**src/rtl/uart_tx.sv**
```systemverilog
// rtl/uart_tx.sv - UART transmitter (8N1) fed by a byte FIFO.
// Defining UART_TX_PARITY_EN adds an even-parity bit between the data bits and the stop bit.
module uart_tx #(
   parameter int CLKS_PER_BIT = 868,
   parameter int FIFO_DEPTH   = 4
) (
   input  logic                        clk,
   input  logic                        rst_n,
   input  logic [7:0]                  in_data,
   input  logic                        in_valid,
   output logic                        in_ready,
   output logic                        tx,
   output logic                        busy,
   output logic [$clog2(FIFO_DEPTH):0] fifo_count
);
   localparam int PW = $clog2(FIFO_DEPTH);
   localparam int TW = $clog2(CLKS_PER_BIT);
   localparam logic [TW-1:0] BIT_LAST = TW'(CLKS_PER_BIT - 1);
   localparam logic [PW:0]   DEPTH    = (PW+1)'(FIFO_DEPTH);

   localparam logic [2:0] S_IDLE   = 3'd0;
   localparam logic [2:0] S_START  = 3'd1;
   localparam logic [2:0] S_DATA   = 3'd2;
`ifdef UART_TX_PARITY_EN
   localparam logic [2:0] S_PARITY = 3'd3;
`endif
   localparam logic [2:0] S_STOP   = 3'd4;

   logic [7:0]    mem_q [FIFO_DEPTH];
   logic [PW-1:0] wr_ptr_q, rd_ptr_q;
   logic [PW:0]   count_q, count_d;
   logic [2:0]    state_q, state_d;
   logic [TW-1:0] timer_q, timer_d;
   logic [2:0]    idx_q, idx_d;
   logic [7:0]    shift_q, shift_d;
   logic          tx_q, tx_d;
`ifdef UART_TX_PARITY_EN
   logic          parity_q, parity_d;
`endif
   logic          push, pop, bit_end;

   assign in_ready   = (count_q < DEPTH);
   assign push       = in_valid && in_ready;
   assign bit_end    = (timer_q == BIT_LAST);
   assign tx         = tx_q;
   assign busy       = (state_q != S_IDLE) || (count_q != '0);
   assign fifo_count = count_q;

   // tx_d always carries the level of the state being entered, so tx is a plain flop.
   always_comb begin
      state_d  = state_q;
      timer_d  = timer_q;
      idx_d    = idx_q;
      shift_d  = shift_q;
      tx_d     = tx_q;
      pop      = 1'b0;
`ifdef UART_TX_PARITY_EN
      parity_d = parity_q;
`endif
      case (state_q)
         S_IDLE: begin
            tx_d = 1'b1;
            if (count_q != '0) begin
               pop      = 1'b1;
               shift_d  = mem_q[rd_ptr_q];
`ifdef UART_TX_PARITY_EN
               parity_d = ^mem_q[rd_ptr_q];
`endif
               state_d  = S_START;
               timer_d  = '0;
               tx_d     = 1'b0;
            end
         end
         S_START: begin
            if (bit_end) begin
               state_d = S_DATA;
               timer_d = '0;
               idx_d   = 3'd0;
               tx_d    = shift_q[0];
               shift_d = {1'b0, shift_q[7:1]};
            end else begin
               timer_d = timer_q + TW'(1);
            end
         end
         S_DATA: begin
            if (bit_end) begin
               timer_d = '0;
               if (idx_q == 3'd7) begin
`ifdef UART_TX_PARITY_EN
                  state_d = S_PARITY;
                  tx_d    = parity_q;
`else
                  state_d = S_STOP;
                  tx_d    = 1'b1;
`endif
               end else begin
                  idx_d   = idx_q + 3'd1;
                  tx_d    = shift_q[0];
                  shift_d = {1'b0, shift_q[7:1]};
               end
            end else begin
               timer_d = timer_q + TW'(1);
            end
         end
`ifdef UART_TX_PARITY_EN
         S_PARITY: begin
            if (bit_end) begin
               state_d = S_STOP;
               timer_d = '0;
               tx_d    = 1'b1;
            end else begin
               timer_d = timer_q + TW'(1);
            end
         end
`endif
         S_STOP: begin
            if (bit_end) begin
               state_d = S_IDLE;
               timer_d = '0;
               tx_d    = 1'b1;
            end else begin
               timer_d = timer_q + TW'(1);
            end
         end
         default: begin
            state_d = S_IDLE;
            timer_d = '0;
            tx_d    = 1'b1;
         end
      endcase
   end

   always_comb begin
      count_d = count_q;
      case ({push, pop})
         2'b10:   count_d = count_q + (PW+1)'(1);
         2'b01:   count_d = count_q - (PW+1)'(1);
         default: count_d = count_q;
      endcase
   end

   always_ff @(posedge clk or negedge rst_n) begin
      if (!rst_n) begin
         state_q  <= S_IDLE;
         timer_q  <= '0;
         idx_q    <= 3'd0;
         shift_q  <= 8'h00;
         tx_q     <= 1'b1;
         wr_ptr_q <= '0;
         rd_ptr_q <= '0;
         count_q  <= '0;
`ifdef UART_TX_PARITY_EN
         parity_q <= 1'b0;
`endif
      end else begin
         state_q  <= state_d;
         timer_q  <= timer_d;
         idx_q    <= idx_d;
         shift_q  <= shift_d;
         tx_q     <= tx_d;
         count_q  <= count_d;
`ifdef UART_TX_PARITY_EN
         parity_q <= parity_d;
`endif
         if (push) wr_ptr_q <= wr_ptr_q + PW'(1);
         if (pop)  rd_ptr_q <= rd_ptr_q + PW'(1);
      end
   end

   always_ff @(posedge clk) begin
      if (push) mem_q[wr_ptr_q] <= in_data;
   end

endmodule
```
**config.mk**
```make
export PLATFORM = sky130hd
export DESIGN_NAME = uart_tx
export DESIGN_NICKNAME = d
export VERILOG_FILES = /design/src/rtl/uart_tx.sv
export SDC_FILE = /design/constraint.sdc
export NUM_CORES = 1
export LEC_CHECK = 0
export BUFFER_PORTS_ARGS = -buffer_cell sky130_fd_sc_hd__buf_2
export CORE_MARGIN = 8
export CORE_UTILIZATION = 25
export DETAILED_ROUTE_END_ITERATION = 10
export SLEW_MARGIN = 5
export SYNTH_ARGS = -nofsm -noshare
export SYNTH_HDL_FRONTEND = slang
export SYNTH_SLANG_ARGS = --single-unit
```
**constraint.sdc**
```tcl
create_clock -name clk -period 3 [get_ports clk]
set_input_delay 0 -clock clk [delete_from_list [all_inputs] [get_ports clk]]
set_output_delay 0 -clock clk [all_outputs]
set_load 0.05 [all_outputs]
```
==> flow_summary.yaml <==
cells_and_area:
  syn_to_final_growth_pct: 22.4
  multiInputGateArea_um2: 1060
  nets: 256
  final_util: 0.312
  drive_above_1_share: 0.241
  ff_latch_area_um2: 1760
  antennaDiodeCount: 0
  instances_no_fill: 384
  nFillCells: 1129
global_routing:
  grt_util_met2: 0.113
  use_met1: 0.0908
  grt_use_met3: 0.0304
  grt_pass1_wl_mm: 8.69
  grt_pass1_vias: 1759
  grt_max_degree: 33
  overflow: 0
  antenna_found_initial: 0
  track_usage: 0.0738
  top_usage_layer: "met2"
yosys:
  synth_xor_area_frac: 0.0363
  synth-simple-area-share: 0.0855
  netlist_area_um2: 2900
  synth_seq_cells: 64
  yosysUniqueCellTypes: 40
  yosys.area.top_type: "edfxtp_1"
  synth_common_cells: "edfxtp_1 (32), dfrtp_1 (31), mux2_2 (14)"
  syn_area_per_cell_um2: 14.0
  yosysMostFrequentCell: "edfxtp_1"
  synth_top_family_by_area: "multiplexers"
  seq_area_frac_synth: 0.608
  synth_top_flop_cell: "edfxtp_1"
  synthTopCellsByArea: "edfxtp_1 (33%), dfrtp_1 (27%), mux4_2 (6.2%), mux2_2 (5.4%), ha_1 (3.5%)"
  synth_fa_ha_area_frac: 0.0414
  synth-edff-count: 32
  synth_mux_area_frac: 0.123
  syn-num-nets: 227
  ys_warn_count: 0
  syn_inst: 207
  ys_async_sr_fraction: 0.500
  synth_top_area_frac: 0.331
  synth_compound_area_frac: 0.0777
floorplan:
  chipHeight_um: 124
  rows: 39
  io_pins: 17
  initial_core_util: 0.255
  core_area_um2: 11400
  die_x_um: 124
  dieArea_um2: 15300
drt:
  routed_wl_mm: 5.10
  dr.first_iter.drc_count: 57
  drtPass1Iterations: 4
  drcViolationCount: 0
  wl_per_cell_um: 13.3
  routed-via-count: 1731
  via_per_inst: 4.51
  ant_nets: 0
placed_design:
  routabilityCongestion: 0.734
  placed_cells: 359
  placement.io_buffers: 16
  dp_hpwl_mm: 3.47
worst_setup_path:
  path_max_fanout: 8
  worstPathCellList: "ha_1 -> or3b_1 -> or4_1 -> a21oi_1 -> nor2_1"
  cpLargestDelayFamily: "simple AND/OR/NAND/NOR gates"
  start_kind: "flop"
  endpoint_kind: "flop"
  crit_type: "flop to flop"
  critPathArrivalTime_ps: 2530
  slowest_delay_ps: 580
  critPathSlowestCell: "a21oi_1"
  worstPathRequired_ps: 3180
  critPathBufInv: 0
power_and_ir_drop:
  p_total_mw: 2.82
  peakVddDrop_uv: 650
  pwr_density_cell_nw_per_um2: 794
  leakagePower_nw: 1.33
timing:
  drv_slew: 0
  slew_headroom: 0.512
  setup_tns_ps: 0
  fin_crit_sh: 0.784
  finalCriticalPeriod_ps: 2350
  finalSetupViolations: 0
  fmax_ghz: 0.425
  grt_setup_unrepaired: "false"
  tightest_slew_ps: 730
  worst_clock_skew_ps: 4.44
  hold_violations: 0
job:
  maxCapViolCount: 0
clocking:
  cts_tree: "built"
  clkTransAtPathRegs_ps: 50
  clock_latency_ps: 330
  cts_sinks: 64
  cts_setup_buffers: 0
  clockRootBuffer: "clkbuf_16"
  numCtsBuffers: 9
  cts.path.max_buffers: 2
  cts_max_level: 3
min_path:
  min_path_type: "primary input to flop"
outcome:
  status: "completed"
## worst paths after layout
check                      slack [ps]              startpoint                      end  cells past startpoint
setup / recovery                  650  timer_q[0]$_DFFE_PN0N_   timer_q[3]$_DFFE_PN0N_                      5
max in group asynchronous        2260                   rst_n   state_q[0]$_DFFE_PN0P_                      2
hold reg to reg                   470          tx$_DFFE_PN1P_           tx$_DFFE_PN1P_                      2
hold / removal                    150                in_valid  wr_ptr_q[0]$_DFFE_PN0P_                      3
min in group asynchronous         270                   rst_n   timer_q[8]$_DFFE_PN0N_                      2
setup reg to reg                  650  timer_q[0]$_DFFE_PN0N_   timer_q[3]$_DFFE_PN0N_                      5
## report_power, final
part           internal, mW  total [mW]  switching [mW]
combinational         0.185       0.481           0.296
sequential             1.08        1.21           0.131
clock                 0.735        1.13           0.390
total                  2.00        2.82           0.818
## cells in the final DEF (no fill, tap or decap), types with 4 or more instances in the layout
cell type and instances:
a21oi_1 10, and2_1 5, buf_2 16, clkbuf_16 9
dfrtp_1 31, dlygate4sd3_1 9, edfxtp_1 32, ha_1 8
inv_1 12, mux2_2 14, mux4_2 8, nand2_1 8
nand4_1 4, nor2_1 8, o21ai_0 7, or4_1 4
xnor2_1 9
## registers in the layout, summed over array words and instances, names as in the netlist
register,count
mem_q,32
timer_q,10
shift_q,8
fifo_count,3
idx_q,3
state_q,3
rd_ptr_q,2
wr_ptr_q,2
tx,1
## cell families (layout without fill, tap and decap cells)
kind of cell / Yosys count / in the layout
XOR/XNOR: 12 / 12
AND/OR/NAND/NOR: 45 / 45
flip-flops: 64 / 64
adder cells (fa/ha/maj): 9 / 9
buffers and inverters: 20 / 54
multiplexers: 24 / 24
AO/OA/AOI/OAI: 33 / 33
## stage by stage
stage	instance area [µm²]	setup slack (ps)	hold WS, ps
6_report	3550	648	154
2_1_floorplan	2900	827	-296
4_1_cts	3550	639	156
3_3_place_gp	3130	729	103
3_5_place_dp	3130	652	104
5_1_grt	3550	449	171
## layer usage
layer  wire length [µm]  up-vias
met1               2420      861
met3                214        9
li1                   -      834
met5                  0        -
met4                 82        0
met2               2380       27
## repair_timing
item | CTS | global route
hold buffers | 9 | 0
gates resized for setup | 0 | 0
hold endpoints to repair | 63 | 0
## worst reg2reg max path, delay by kind of cell, from the launching register on
kind | cells | cell delay, ps
AO/OA/AOI/OAI | 1 | 580
adder cells (fa/ha/maj) | 1 | 200
flip-flops | 1 | 410
AND/OR/NAND/NOR | 3 | 1010
## cell type report
type,instances,area share
multi-input cells,123,0.298
well taps,143,0.0504
clock inverters,7,0.0289
clock buffers,9,0.0635
repair buffers,26,0.0501
inverters,12,0.0127
flip-flops and latches,64,0.497
No activity file was read; power rests on OpenSTA's default activity.
